File: src/rtl/flash_seq_pkg.sv
// Shared types and default timing for the flash read sequencer.
// Phase lengths are in wb_clk_i cycles.
package flash_seq_pkg;
  localparam int FSEQ_PRE_CYC = 4;
  localparam int FSEQ_SEN_CYC = 8;
  localparam int FSEQ_OE_CYC  = 2;
  localparam int FSEQ_DATA_W  = 8;

  typedef enum logic [2:0] {
    ST_IDLE,
    ST_PRE,
    ST_SENSE,
    ST_OUT,
    ST_RESP
  } fseq_state_t;
endpackage

File: src/rtl/flash_out_sync.sv
// Two-flop synchronizer for the flash array output bus, which is
// asynchronous to the controller clock.
module flash_out_sync
  import flash_seq_pkg::*;
(
  input  logic                   clk,
  input  logic                   rst_n,
  input  logic [FSEQ_DATA_W-1:0] d,
  output logic [FSEQ_DATA_W-1:0] q
);
  logic [FSEQ_DATA_W-1:0] meta;

  always_ff @(posedge clk or negedge rst_n) begin
    if (!rst_n) begin
      meta <= '0;
      q    <= '0;
    end else begin
      meta <= d;
      q    <= meta;
    end
  end
endmodule

File: src/rtl/flash_read_sequencer.sv
// Read controller for flash_array_8x8: timed precharge/sense/output
// sequence on sen1/sen2/out_en, then captures the synchronized array data.
module flash_read_sequencer
  import flash_seq_pkg::*;
#(
  parameter int PRE_CYC = FSEQ_PRE_CYC,
  parameter int SEN_CYC = FSEQ_SEN_CYC,
  parameter int OE_CYC  = FSEQ_OE_CYC
) (
  input  logic                   wb_clk_i,
  input  logic                   wb_rst_ni,
  input  logic                   req_valid_i,
  output logic                   req_ready_o,
  input  logic [3:0]             req_sel_i,
  input  logic                   abort_i,
  output logic                   rsp_valid_o,
  input  logic                   rsp_ready_i,
  output logic [FSEQ_DATA_W-1:0] rsp_data_o,
  output logic                   rsp_err_o,
  output logic [15:0]            rd_count_o,
  output logic                   sen1_o,
  output logic                   sen2_o,
  output logic [3:0]             out_en_o,
  input  logic [FSEQ_DATA_W-1:0] flash_out_i
);
  // Counter reload values: phase length minus one.  OUT runs two extra
  // cycles so the synchronizer has flushed data driven under out_en.
  localparam logic [7:0] PRE_LD = 8'(PRE_CYC - 1);
  localparam logic [7:0] SEN_LD = 8'(SEN_CYC - 1);
  localparam logic [7:0] OUT_LD = 8'(OE_CYC + 1);

  fseq_state_t            state;
  logic [7:0]             cnt;
  logic [3:0]             sel_q;
  logic [FSEQ_DATA_W-1:0] sync_q;
  logic                   last;

  flash_out_sync u_sync (
    .clk   (wb_clk_i),
    .rst_n (wb_rst_ni),
    .d     (flash_out_i),
    .q     (sync_q)
  );

  assign last = (cnt == 8'd0);

  always_ff @(posedge wb_clk_i or negedge wb_rst_ni) begin
    if (!wb_rst_ni) begin
      state       <= ST_IDLE;
      cnt         <= '0;
      sel_q       <= '0;
      req_ready_o <= 1'b0;
      rsp_valid_o <= 1'b0;
      rsp_data_o  <= '0;
      rsp_err_o   <= 1'b0;
      rd_count_o  <= '0;
      sen1_o      <= 1'b0;
      sen2_o      <= 1'b0;
      out_en_o    <= '0;
    end else begin
      case (state)
        ST_IDLE: begin
          req_ready_o <= 1'b1;
          if (req_valid_i && req_ready_o) begin
            sel_q       <= req_sel_i;
            req_ready_o <= 1'b0;
            if (req_sel_i == 4'd0) begin
              // Empty select: answer with an error, leave the array alone.
              state       <= ST_RESP;
              rsp_valid_o <= 1'b1;
              rsp_err_o   <= 1'b1;
              rsp_data_o  <= '0;
            end else begin
              state  <= ST_PRE;
              cnt    <= PRE_LD;
              sen1_o <= 1'b1;
            end
          end
        end
        ST_PRE, ST_SENSE, ST_OUT: begin
          if (abort_i) begin
            state       <= ST_IDLE;
            req_ready_o <= 1'b1;
            sen1_o      <= 1'b0;
            sen2_o      <= 1'b0;
            out_en_o    <= '0;
          end else if (!last) begin
            cnt <= cnt - 8'd1;
          end else if (state == ST_PRE) begin
            state  <= ST_SENSE;
            cnt    <= SEN_LD;
            sen2_o <= 1'b1;
          end else if (state == ST_SENSE) begin
            state    <= ST_OUT;
            cnt      <= OUT_LD;
            out_en_o <= sel_q;
          end else begin
            state       <= ST_RESP;
            sen1_o      <= 1'b0;
            sen2_o      <= 1'b0;
            out_en_o    <= '0;
            rsp_valid_o <= 1'b1;
            rsp_err_o   <= 1'b0;
            rsp_data_o  <= sync_q;
            rd_count_o  <= rd_count_o + 16'd1;
          end
        end
        ST_RESP: begin
          if (rsp_ready_i) begin
            state       <= ST_IDLE;
            rsp_valid_o <= 1'b0;
            req_ready_o <= 1'b1;
          end
        end
        default: begin
          state       <= ST_IDLE;
          req_ready_o <= 1'b0;
          sen1_o      <= 1'b0;
          sen2_o      <= 1'b0;
          out_en_o    <= '0;
          rsp_valid_o <= 1'b0;
        end
      endcase
    end
  end
endmodule

File: config.mk
export PLATFORM = sky130hd
export DESIGN_NAME = flash_read_sequencer
export DESIGN_NICKNAME = d
export VERILOG_FILES = /design/src/rtl/flash_seq_pkg.sv /design/src/rtl/flash_out_sync.sv /design/src/rtl/flash_read_sequencer.sv
export SDC_FILE = /design/constraint.sdc
export NUM_CORES = 1
export LEC_CHECK = 0
export CELL_PAD_IN_SITES_DETAIL_PLACEMENT = 1
export CELL_PAD_IN_SITES_GLOBAL_PLACEMENT = 1
export CORE_AREA = 2 2 94 96
export DETAILED_ROUTE_END_ITERATION = 10
export DIE_AREA = 0 0 96 98
export PLACE_DENSITY_LB_ADDON = 0.1
export SLEW_MARGIN = 20
export SYNTH_ARGS = -nofsm -noshare
export SYNTH_HDL_FRONTEND = slang
export SYNTH_SLANG_ARGS = --single-unit
File: constraint.sdc
create_clock -name wb_clk_i -period 2 [get_ports wb_clk_i]
set_input_delay 0.4 -clock wb_clk_i [delete_from_list [all_inputs] [get_ports wb_clk_i]]
set_output_delay 0.4 -clock wb_clk_i [all_outputs]
set_load 0.05 [all_outputs]
# After elaboration in Yosys (flattened, before gate mapping)
# Cells that the tools add are included.
dict set report totals {
  ff_bits 64
  inputBits 17
  output_inout_bits 33
  word_cells 107
}
dict set report op_classes {
  n_addsub 2
  eq_ne 18
  muxes 52
  bitwise 5
  n_reduce_logical 17
}
# operator n
set op_table {}
lappend op_table {{$mux 8} 12}
lappend op_table {{$pmux 8 s2} 2}
lappend op_table {{$mux 3} 7}
lappend op_table {{$mux 1} 20}
lappend op_table {{$ne 2x2->1 const B} 9}
lappend op_table {{$add 16x1->16 const B} 1}
lappend op_table {{$mux 4} 4}
lappend op_table {{$reduce_and 7->1} 2}
lappend op_table {{$reduce_and 5->1} 2}
lappend op_table {{$ne 3x3->1 const B} 3}
lappend op_table {{$pmux 1 s3} 3}
lappend op_table {{$pmux 3 s3} 1}
lappend op_table {{$reduce_and 3->1} 3}
lappend op_table {{$logic_not 8->1} 1}
lappend op_table {{$ne 4x4->1 const B} 2}
lappend op_table {{$pmux 4 s2} 1}
lappend op_table {{$sub 8x1->8 const B} 1}
lappend op_table {{$eq 3x2->1 const B} 2}
lappend op_table {{$reduce_and 6->1} 1}
lappend op_table {{$not 1->1} 5}
lappend op_table {{$logic_not 4->1} 1}
lappend op_table {{$pmux 1 s2} 2}
lappend op_table {{$reduce_and 2->1} 2}
lappend op_table {{$eq 3x1->1 const B} 1}
lappend op_table {{other kinds (6)} 6}

# Depth between registers and ports, before layout
# Gate-level depths: netlist of the first run.
dict set report depth {
  word_depth 6
  ltp_mapped 7
  mapped_depth_nobuf 6
}

# Cells and area by module
# A second synthesis of the first run with hierarchy kept.
dict set report unflattened {
  hier_cells 225
  area_unflattened_um2 2743.9
}
# mod n_inst cells_per_inst area_each_um2 seq_area_each_um2
set by_module_without_submodules {}
lappend by_module_without_submodules {flash_read_sequencer 1 209 2343.5 1201.2}
lappend by_module_without_submodules {flash_out_sync 1 16 400.4 400.4}

# Worst setup path before layout of the first run
# No wires, ideal clock.
dict set report synth_path {
  path_kind {register to register}
  from {reg cnt[5]}
  to {reg rd_count_o[13]}
  setup_ps 82
  arrival_ps 1990
  required_time_ps 1918
  slack_ps -72
  stages_incl_launch_ff 6
  n_path_buf 1
  period_less_slack_ps 2072
  path_cell_list {dfrtp_1 or4_4 or4_4 buf_6 nor4_4 xor2_1}
}
dict set report synth_via {
  elab_chain_cells 2
}
# element line_no
set synth_rtl {}
lappend synth_rtl {{from (decl)} flash_read_sequencer.sv:33} ;# logic [7:0] cnt;
lappend synth_rtl {{from (signal assigned)} flash_read_sequencer.sv:88} ;# cnt <= cnt - 8'd1;
lappend synth_rtl {{$logic_not 8->1} flash_read_sequencer.sv:45} ;# assign last = (cnt == 8'd0);
lappend synth_rtl {{$reduce_and 5->1 (no line)} -}
lappend synth_rtl {{to (signal assigned)} flash_read_sequencer.sv:105} ;# rd_count_o <= rd_count_o + 16'd1;
lappend synth_rtl {{to (decl)} flash_read_sequencer.sv:20} ;# output logic [15:0] rd_count_o,
# Every way passes these cells.
# A chain may end at the register's enable or synchronous reset.

# Worst setup path in the final report of the first run
dict set report layout_path {
  from {reg state[2]}
  to {reg rd_count_o[13]}
}
dict set report layout_via {
  elab_chain_cells 3
  word_cells_on_any_way 7
  classes_between {3 x eq/ne; 2 x bitwise; 2 x reduce/logical}
}
# element line_no
set layout_rtl {}
lappend layout_rtl {{from (decl)} flash_read_sequencer.sv:32} ;# fseq_state_t state;
lappend layout_rtl {{from (signal assigned)} flash_read_sequencer.sv:49} ;# state <= ST_IDLE;
lappend layout_rtl {{from (signal assigned)} flash_read_sequencer.sv:69} ;# state <= ST_RESP;
lappend layout_rtl {{from (signal assigned)} flash_read_sequencer.sv:74} ;# state <= ST_PRE;
lappend layout_rtl {{$eq 3x1->1 (tied with other cells)} {flash_read_sequencer.sv:61, flash_read_sequencer.sv:89}}
lappend layout_rtl {{$reduce_or 3->1 or $not 1->1 (tied branches)} -}
lappend layout_rtl {{$reduce_and 5->1 (no line) *} -}
# Every way passes the cells marked *; elsewhere a longest branch is shown, timed or not.

==> qor_table.md, run 1 <==
| Parameter | Reported |
| --- | --- |
| Initial drt markers | 81 |
| Met1 usage | 0.240 |
| Peak clock frequency supported by timing | 505 MHz |
| Worst R2R Start | state[2] |
| Final period demand of the worst path | 1.98 ns |
| Top cell types by occurrence after synthesis | dfrtp_1, inv_1, o21ai_0 |
| Worst Setup Start Kind | flop |
| Share of cells above drive strength 1 | 0.272 |
| Power per unit of standard cell area | 1190 mW/mm^2 |
| Post-detailed-placement cell area | 0.00373 mm^2 |
| Post-detailed-route via-to-cell ratio | 5.17 |
| Max H-tree Level | 3 |
| Final weighted congestion in routability-driven placement | 0.767 |
| Reg-to-reg setup timing slack | 0.02 ns |
| Average footprint of a synthesized cell | 11.1 um^2 |
| Area of the mapped netlist | 0.00287 mm^2 |
| Synth warnings | 0 |
| DIE AREA | 0.00941 mm^2 |
| Insertion delay of the later-clocked pin in the worst-skew pair | 0.34 ns |
| Maximum fanout along the worst path | 7 |
| Worst max-slew margin expressed relative to the limit | 0.664 |
| Static leakage | 1.96 nW |
| TritonCTS clock tree | yes |
| Clock edge transition at the registers on the reported setup and hold paths | 0.08 ns |
| HPWL reported at the end of detailed placement | 5340 um |
| CTS Root Cell | clkbuf_8 |
| Worst min path class | primary input to async pin |
| Dominant register cell in the synthesized netlist | dfrtp_1 |
| Num CTS Buffers | 9 |
| Total setup violations reported at the end of the flow | 0 |
| Clk sinks | 64 |
| Met3 usage in global routing | 0.0394 |
| Max-cap violation count | 0 |
| Most common cell in the synthesized netlist | dfrtp_1 |
| Grt ovf | 0 |
| Quantity of I/O buffers inserted on ports | 49 |
| DRC errors left | 0 |
| Worst flop-to-flop path endpoint | rd_count_o[13] |
| First-pass GRT wire length | 12900 um |
| Final antenna-violating net count | 0 |
| Cells taking the most area after synthesis | dfrtp_1, xor2_1, o21ai_0, nand3_1, mux2_2 |
| Number of antenna repair diodes | 0 |
| Max VDD drop | 0.601 mV |
| Post-synthesis async set-or-reset flop share | 1.00 |
| Worst Path Required | 2.26 ns |
| I/O Pins | 50 |
| Post-synth cell types | 48 |
| Critical setup path kind | flop to flop |
| CP Data Arrival Time | 2.24 ns |
| Cell type contributing the most total cell area after synthesis | dfrtp_1 |
| Number of nets at the end of the flow | 371 |
| Slew of the pin with the lowest slew margin | 0.504 ns |
| Largest clock skew in the final design | 0.0113 ns |
| Via total after detailed routing | 2399 |
| Fraction of the yosys area taken by sequential cells | 0.558 |
| Global routing met2 resource utilization | 0.290 |
| Endpoint class of the critical path | flop |
| Die outline height | 98 um |
| Result of the run | completed |
| Number of standard-cell rows in the floorplan | 34 |
| Antenna violations before repair | 0 |
| Worst R2R Path Depth | 4 |
| Length of the first detailed-routing pass in iterations | 4 |
| DIE WIDTH | 96 um |
| Max clock buf depth | 2 |
| Number of hold buffers added after cts | 0 |
| Share of Yosys cell area claimed by the top area cell type | 0.558 |
| CORE AREA | 0.00847 mm^2 |
| Number of storage elements in the synthesis netlist | 64 |
| Maximum number of pins on one net before global-route repair | 65 |
| Post-route standard cell area excluding fillers | 0.00408 mm^2 |
| WHS | 0.0673 ns |
| Final Hold Viols | 0 |
| Post-synthesis net count | 279 |
| RSZ-0062 raised after global routing | true |
| Area added between synthesis and finish | 42.3% |
| Effective utilization at floorplan | 0.339 |
| Global routing's busiest layer | met2 |
| Vias in the first global route | 2567 |
| Pins over their slew limit | 0 |
| Number of enable flip-flop cells after synthesis | 0 |
| Global routing usage summed across all routing layers | 0.177 |
| Routed Wire Length | 7690 um |
| Post-Syn Instances | 259 |
| Fin crit share | 0.990 |
| Average detailed-routed wire length per instance | 16.6 um |
==> per-stage QoR <==
step	setup WS, ns	utilization	power, mW	TNS (ns)	cells
after floorplan	-0.00887	-	2.89	-0.00887	259
after global placement	-0.443	0.441	3.67	-11.68	445
after detailed placement	-0.466	0.441	3.69	-12.45	445
after CTS	-0.0543	0.469	4.80	-0.0543	463
after global routing	-0.0663	0.482	5.15	-0.228	464
final	0.0191	0.482	4.87	0	464
==> critical path, cell delays in order, from the launching register on <==
cell	delay (ns)
dfrtp_1	0.40
or4bb_1	0.54
or4_4	0.62
nor4_4	0.19
xor2_1	0.16
==> logic make-up after synthesis <==
family | share of synthesized area
compound gates | 0.126
xor+xnor | 0.0458
fa+ha+maj | 0.0131
buf+inv | 0.0371
flops | 0.558
mux | 0.0270
simple gates | 0.193
==> layer usage <==
metal  vias to the layer above  part of all wire
met5                         -                 0
met4                         0            0.0074
li1                       1127                 -
met1                      1227              0.47
met2                        40              0.49
met3                         5             0.030
==> how the worst max path moves through the flow <==
stage	slack, ns	depth (start not counted)	from	endpoint
3_3_place_gp	-0.44	5	abort_i	rd_count_o[11]
6_report	0.02	4	state[2]	rd_count_o[13]
5_1_grt	-0.07	6	state[2]	cnt[2]
3_5_place_dp	-0.47	5	abort_i	rd_count_o[5]
4_1_cts	-0.05	4	state[2]	rd_count_o[5]
2_1_floorplan	-0.009	5	state[0]	rd_count_o[11]
==> what timing repair did <==
| item | CTS | global route |
|---|---|---|
| setup buffers | 2 | 1 |
| gates resized for setup | 13 | 22 |
| setup endpoints to repair | 24 | 32 |
| pin swaps | 7 | 6 |
==> cell type report <==
cell class                      instances  area [um^2]
Clock buffer                           10          138
Sequential cell                        64         1600
Inverter                               17         63.8
Timing Repair Buffer                   90          800
Clock inverter                          6         43.8
Multi-Input combinational cell        169         1300
Tap cell                              108          135
Fill cell                             939         4380
==> flip-flops by register name, summed over array words and instances (netlist names) <==
name	count
cnt	8
rd_count_o	16
sel_q	4
sen1_o	1
u_sync.meta	8
rsp_err_o	1
rsp_data_o	8
u_sync.q	8
sen2_o	1
rsp_valid_o	1
out_en_o	4
state	3
req_ready_o	1
==> power breakdown <==
group          switching, mW  total (mW)  leakage [nW]  internal, mW
clock                  0.546        1.03        0.0926         0.488
sequential             0.156        1.71         0.789          1.55
combinational           1.26        2.13          1.08         0.871
==> placed cells by master, fill, tap and decap left out, types with 5 or more instances in the layout <==
master,netlist,layout
a21oi_1,9,9
a31oi_1,8,8
buf_4,0,47
clkbuf_8,0,10
clkdlybuf4s50_1,0,30
dfrtp_1,64,64
dlymetal6s2s_1,0,6
inv_1,17,17
mux2_2,6,6
nand2_1,11,11
nand3_1,15,15
nand4_1,7,7
nor2_1,9,8
nor3_1,10,6
o21ai_0,16,15
o2bb2ai_1,5,5
xor2_1,12,12
Power figures use the tool's default switching activity.
==> run 2: changes to the inputs <==
--- a/config.mk
+++ b/config.mk
@@ -5,6 +5,7 @@
 export SDC_FILE = /design/constraint.sdc
 export NUM_CORES = 1
 export LEC_CHECK = 0
+export CAP_MARGIN = 10
 export CELL_PAD_IN_SITES_DETAIL_PLACEMENT = 1
 export CELL_PAD_IN_SITES_GLOBAL_PLACEMENT = 1
 export CORE_AREA = 2 2 94 96
==> results of run 2 <==
Same layout as run 1: the final DEF is identical, and so are final timing and power.
==> run 3: changes to the inputs <==
--- a/config.mk
+++ b/config.mk
@@ -11,6 +11,7 @@
 export CORE_AREA = 2 2 94 96
 export DETAILED_ROUTE_END_ITERATION = 10
 export DIE_AREA = 0 0 96 98
+export GPL_ROUTABILITY_DRIVEN = 0
 export PLACE_DENSITY_LB_ADDON = 0.1
 export SLEW_MARGIN = 20
 export SYNTH_ARGS = -nofsm -noshare
==> results of run 3 <==
Same layout as run 1: the final DEF is identical, and so are final timing and power.
==> edit 1: new RTL, config.mk and constraints of run 3 <==
`FSEQ_DATA_W`: 8 -> 6.
--- a/src/rtl/flash_seq_pkg.sv
+++ b/src/rtl/flash_seq_pkg.sv
@@ -4,7 +4,7 @@
   localparam int FSEQ_PRE_CYC = 4;
   localparam int FSEQ_SEN_CYC = 8;
   localparam int FSEQ_OE_CYC  = 2;
-  localparam int FSEQ_DATA_W  = 8;
+  localparam int FSEQ_DATA_W  = 6;
 
   typedef enum logic [2:0] {
     ST_IDLE,
Interface: changed (resized flash_out_i and rsp_data_o); port bits go from 50 to 46. No check against the original RTL was run, so the function may have changed too.
==> edit 1 against run 3 <==
The flow now finishes with violations (setup timing); synthesized area is 9.1% lower; routed wire length decreased by 12%; sequential cell count down 6; sequential share of layout area fell by 1.8 points; critical path depth grew 4; final area down 4.9%; sequential power is 9% lower; worst setup slack lost 0.032 ns; global-route usage is 2.0 points lower; total power is 1.4% higher; first-iteration DRC count is 60% lower; clock skew fell by 0.0038 ns; synthesized cell count is 14% lower; count of clock-buffer cells in the layout grew 1; largest power group unchanged.
==> edit 1: results (changes against run 3) <==
| Metric | Value |
|---|---|
| Status | complete, but fails checks (was finished clean) |
| Failing checks | setup timing |
| Clock power share | 24.6% (was 21.2%) |
| Distinct cell type count after synthesis | 54 (was 48) |
| Net count after synthesis | 241 (was 279) |
| Worst-Skew Late Latency | 0.34 ns (about the same) |
| Top post-synthesis cells by count | dfrtp_1, xnor2_1, nand2_1, nor2_1 (was dfrtp_1, inv_1, o21ai_0) |
| Clk_skew | 0.00746 ns (was 0.0113 ns) |
| Synth Area per Inst | 11.7 um2 (was 11.1 um2) |
| Number of DRC markers in iteration 0 | 32 (was 81) |
| Port Buf Inserts | 45 (was 49) |
| Crit path max-delay family | simple AND/OR/NAND/NOR gates (unchanged) |
| Vias per cell | 4.89 (was 5.17) |
| Vias | 2135 (was 2399) |
| Comb. pwr | 2.17 mW (was 2.13 mW) |
| Total Neg Setup Slack | -0.0236 ns (was 0 ns) |
| Sw power | 1.80 mW (was 1.96 mW) |
| Critical Path Slowest Stage Cell | or3b_4 (was or4_4) |
| Filler instances | 942 (was 939) |
| Slew HR | 65.0% (was 66.4%) |
| Share of cells above drive strength 1 | 30.1% (was 27.2%) |
| LEAKAGE | 1.86 nW (was 1.96 nW) |
| CTS buffer count | 9 (unchanged) |
| Cell count after placement | 412 (was 445) |
| Post-Route WL | 6780 um (was 7690 um) |
| Slowest cell delay on critical path | 0.40 ns (was 0.62 ns) |
| Vias in the first global route | 2250 (was 2567) |
| Detailed placer's ending HPWL | 4660 um (was 5340 um) |
| Top post-synthesis cells by area | dfrtp_1, xnor2_1, a22o_1, mux2_2, nand4_1 (was dfrtp_1, xor2_1, o21ai_0, nand3_1, mux2_2) |
| Setup Viol. Count Final | 3 (was 0) |
| Pre-CTS setup slack | -0.326 ns (was -0.466 ns) |
| CTS Root Buffer Type | clkbuf_8 (unchanged) |
| Total Nets Final | 342 (was 371) |
| Total GRT Usage | 15.7% (was 17.7%) |
| CP max FO | 7 (unchanged) |
| Max H-tree Level | 3 (unchanged) |
| Pin count of the biggest net entering global routing | 59 (was 65) |
| Peak VDD IR | 0.604 mV (was 0.601 mV) |
| Hold Slack | 0.0480 ns (was 0.0673 ns) |
| Post-synthesis sequential area ratio | 55.6% (was 55.8%) |
| First drt pass iteration count | 4 (unchanged) |
| Async SR Flop Fraction | 100% (unchanged) |
| Worst-path clk slew | ~0.07 ns |
| First-pass GRT wire length | 11500 um (was 12900 um) |
| Diode count | 0 (unchanged) |
| Tcrit/Tclk final | 101% (was 99.0%) |
| Final worst setup slack | -0.0126 ns (was 0.0191 ns) |
-- edit 1: cell types whose count changed in the layout (fill, tap and decap cells not counted), sizes merged, moves of 7 or more --
cell / run 3 / this run
nor3: 10 / 3
xnor2: 3 / 14
xor2: 12 / 3
buf: 50 / 59
inv: 18 / 3
-- edit 1: area by class of cell --
class / count / area, um2 / area share, %
multi-input cells: 153 / 1150 / 29.6
flip-flops and latches: 58 / 1450 / 37.4
clock buffers: 11 / 141 / 3.64
repair buffers: 99 / 917 / 23.6
well taps: 108 / 135 / 3.48
clock inverters: 5 / 77.6 / 2.00
inverters: 3 / 11.3 / 0.290
-- edit 1: final timing paths --
path / start / cells past startpoint / end
worst min register to register: u_sync.meta[4] / 0 / u_sync.q[4]
worst min-delay path: wb_rst_ni / 2 / rd_count_o[15]
worst max register to register: cnt[0] / 8 / rd_count_o[5]
min in group wb_clk_i: u_sync.meta[4] / 0 / u_sync.q[4]
worst max-delay path: cnt[0] / 8 / rd_count_o[5]
max in group asynchronous: wb_rst_ni / 2 / cnt[6]
-- edit 1: cells by family after synthesis --
kind of cell	after synthesis	synth area share, %
simple gates	72	17.1
flops	58	55.6
compound gates	53	14.5
xor+xnor	17	5.71
buf+inv	12	2.25
mux	8	3.36
fa+ha+maj	3	1.44
-- edit 1: metrics by stage --
step                power (mW)  area (um2)
floorplan                 2.73        2620
global placement          3.55        3490
detailed placement        3.57        3490
CTS                       4.87        3740
global route              5.26        3880
finish                    4.94        3880
-- edit 1: what timing repair did --
item,CTS,global route
resized for setup,8,18
pin swaps,2,11
endpoints found under the setup margin,31,34
cloned,0,1
setup buffers,1,7
-- edit 1: routing by layer --
layer	global-route usage (%)	routed length, um	vias up
met1	21.7	3240	1064
met3	3.24	187	11
met4	6.92	128	0
met5	0	0	-
met2	23.6	3220	33
li1	-	-	1027
==> edit 2: new RTL, flow settings as in run 3 <==
Made on the original files. Reset style: synchronous (`rst_n` and `wb_rst_ni`), changed in 2 clocked blocks. Comments in the files are not updated.
--- a/src/rtl/flash_out_sync.sv
+++ b/src/rtl/flash_out_sync.sv
@@ -10,7 +10,7 @@
 );
   logic [FSEQ_DATA_W-1:0] meta;
 
-  always_ff @(posedge clk or negedge rst_n) begin
+  always_ff @(posedge clk) begin
     if (!rst_n) begin
       meta <= '0;
       q    <= '0;
--- a/src/rtl/flash_read_sequencer.sv
+++ b/src/rtl/flash_read_sequencer.sv
@@ -44,7 +44,7 @@
 
   assign last = (cnt == 8'd0);
 
-  always_ff @(posedge wb_clk_i or negedge wb_rst_ni) begin
+  always_ff @(posedge wb_clk_i) begin
     if (!wb_rst_ni) begin
       state       <= ST_IDLE;
       cnt         <= '0;
Check against the original RTL: differs if wb_rst_ni is asserted again (counterexample within 4 cycles, from zero or initial values and one cycle with wb_rst_ni low); with wb_rst_ni held inactive, the same outputs for 10 cycles.
==> edit 2 against run 3 <==
Sequential cell count is the same; final area shrank 0.92%; worst setup slack gained 0.047 ns; critical path depth shrank 3; synthesized area grew 0.31%; routed wire length grew 4.0%; total power shrank 9.9%; utilization shrank 0.44 points; largest power group unchanged.
==> edit 2: results (changes against run 3) <==
| Metric | Value |
|---|---|
| Placed Instance Area | 3700 um2 (was 3730 um2) |
| Cells on worst reg2reg path | 7 (was 4) |
| Number of DRC markers in iteration 0 | 87 (was 81) |
| Hold_sp | u_sync.meta[1] |
| Max H-tree Level | 3 (unchanged) |
| First drt pass iteration count | 4 (unchanged) |
| Share of cells above drive strength 1 | 22.7% (was 27.2%) |
| Slowest cell delay on critical path | 0.82 ns (was 0.62 ns) |
| Yosys warning total | 0 (unchanged) |
| Vias per cell | 5.26 (was 5.17) |
| Ys flop type | dfxtp_1 (was dfrtp_1) |
| Worst reg-to-reg setup slack | 0.12 ns (was 0.02 ns) |
| Clk_skew | 0.00965 ns (was 0.0113 ns) |
| Mapped Cells | 318 (was 259) |
| Cell count after placement | 494 (was 445) |
| Met3 WL | 268 um (was 231 um) |
| CTS buffer count | 9 (unchanged) |
| Non-filler cells, final | 518 (was 464) |
| Hold Slack | 0.436 ns (was 0.0673 ns) |
| Hold path depth | 1 |
| Clock buffer depth | 2 (unchanged) |
| Top post-synthesis cells by count | dfxtp_1, nand2_1, a21oi_1 (was dfrtp_1, inv_1, o21ai_0) |
| Met2 routed WL | 3660 um (was 3800 um) |
| RR Endpoint | rd_count_o[10] (was rd_count_o[13]) |
| Initial antenna violation count | 0 (unchanged) |
| Total GRT Usage | 18.1% (was 17.7%) |
| CTS Root Buffer Type | clkbuf_8 (unchanged) |
| Post-synthesis sequential area ratio | 44.5% (was 55.8%) |
| Total Nets Final | 425 (was 371) |
| Status | finished clean (unchanged) |
| Hold Path End | u_sync.q[1] |
| Top sig layer | met4 (unchanged) |
| First-pass GRT wire length | 13400 um (was 12900 um) |
| Max FFs per register | 16 (unchanged) |
| Crit path max-delay family | buffers and inverters (was simple AND/OR/NAND/NOR gates) |
| Top reg by flops | rd_count_o (unchanged) |
| Async SR Flop Fraction | 0% (was 100%) |
| Diode count | 0 (unchanged) |
| Net count after synthesis | 338 (was 279) |
| Slew HR | 62.8% (was 66.4%) |
| Post-Route WL | 7990 um (was 7690 um) |
| Design area | 4050 um2 (was 4080 um2) |
| Detailed placer's ending HPWL | 5470 um (was 5340 um) |
| Reg-to-Reg Start | cnt[1] (was state[2]) |
| Critical Path Slowest Stage Cell | clkdlybuf4s50_1 (was or4_4) |
| Met1 Routed Length | 3950 um (was 3600 um) |
| Worst-Skew Late Latency | approximately 0.35 ns |
| LEAKAGE | 1.62 nW (was 1.96 nW) |
| Pin count of the biggest net entering global routing | 49 (was 65) |
| Worst path arrival time | 1.53 ns (was 2.24 ns) |
| Distinct cell type count after synthesis | 56 (was 48) |
| Vias in the first global route | 2713 (was 2567) |
| Top post-synthesis cells by area | dfxtp_1, nand2_1, a21oi_1, mux2i_1, and2_1 (was dfrtp_1, xor2_1, o21ai_0, nand3_1, mux2_2) |
| Port Buf Inserts | 49 (unchanged) |
| Sw Share | 34.3% (was 40.3%) |
| Worst Hold Class | flip-flop to flip-flop (was primary input to async pin) |
| Peak VDD IR | 0.470 mV (was 0.601 mV) |
| CP max FO | 4 (was 7) |
| Worst-path clk slew | 0.08 ns (about the same) |
-- edit 2: cell count changes after synthesis, sizes merged, moves of 11 or more --
cell / before / now
and2: 1 / 16
a21oi: 9 / 25
nand2: 11 / 38
dfrtp: 64 / 0
dfxtp: 0 / 64
mux2i: 1 / 12
-- edit 2: layout make-up --
class,instances,area (um2)
fillers,993,4420
multi-input cells,229,1540
flip-flops and latches,64,1280
repair buffers,92,833
well taps,108,135
clock buffers,9,124
clock inverters,7,103
inverters,9,33.8
-- edit 2: through the flow --
step | setup WS (ns) | total power [mW]
detailed placement | -0.259 | 2.98
global placement | -0.217 | 2.96
finish | 0.0664 | 4.39
global route | -0.0191 | 4.66
floorplan | 0.0944 | 2.38
CTS | 0.00917 | 4.30
-- edit 2: cell families after synthesis --
group | synth area share [%]
simple gates | 26.0
compound gates | 18.5
flops | 44.5
buf+inv | 4.22
mux | 4.56
xor+xnor | 0.913
fa+ha+maj | 1.30
-- edit 2: power groups by stage --
stage	combinational [mW]	clock, mW	sequential [mW]
final	1.64	1.28	1.47
after global routing	1.78	1.39	1.49
after CTS	1.51	1.32	1.47
after detailed placement	1.48	0	1.50
after global placement	1.47	0	1.50
after floorplan	0.818	0	1.56
-- edit 2: worst max path at each step --
stage | from | end | slack, ns | depth (start not counted)
after CTS | cnt[1] | rd_count_o[12] | 0.009 | 7
final | rd_count_o[12] | rd_count_o[12] | 0.07 | 1
after floorplan | req_ready_o | cnt[2] | 0.09 | 4
after detailed placement | abort_i | rd_count_o[14] | -0.26 | 5
after global placement | abort_i | rd_count_o[12] | -0.22 | 5
after global routing | abort_i | rd_count_o[13] | -0.02 | 5
-- edit 2: what timing repair did --
item                       in CTS  in global routing
gates cloned                    1                  0
setup endpoints to repair      11                 22
pin swaps                       0                  2
gates resized for setup         4                 19
buffers inserted                4                  3
-- edit 2: per-layer routing --
layer	GRT usage, %	vias to the layer above
met1	25.6	1317
li1	-	1346
met5	0	-
met2	27.6	49
met4	6.26	0
met3	3.01	11
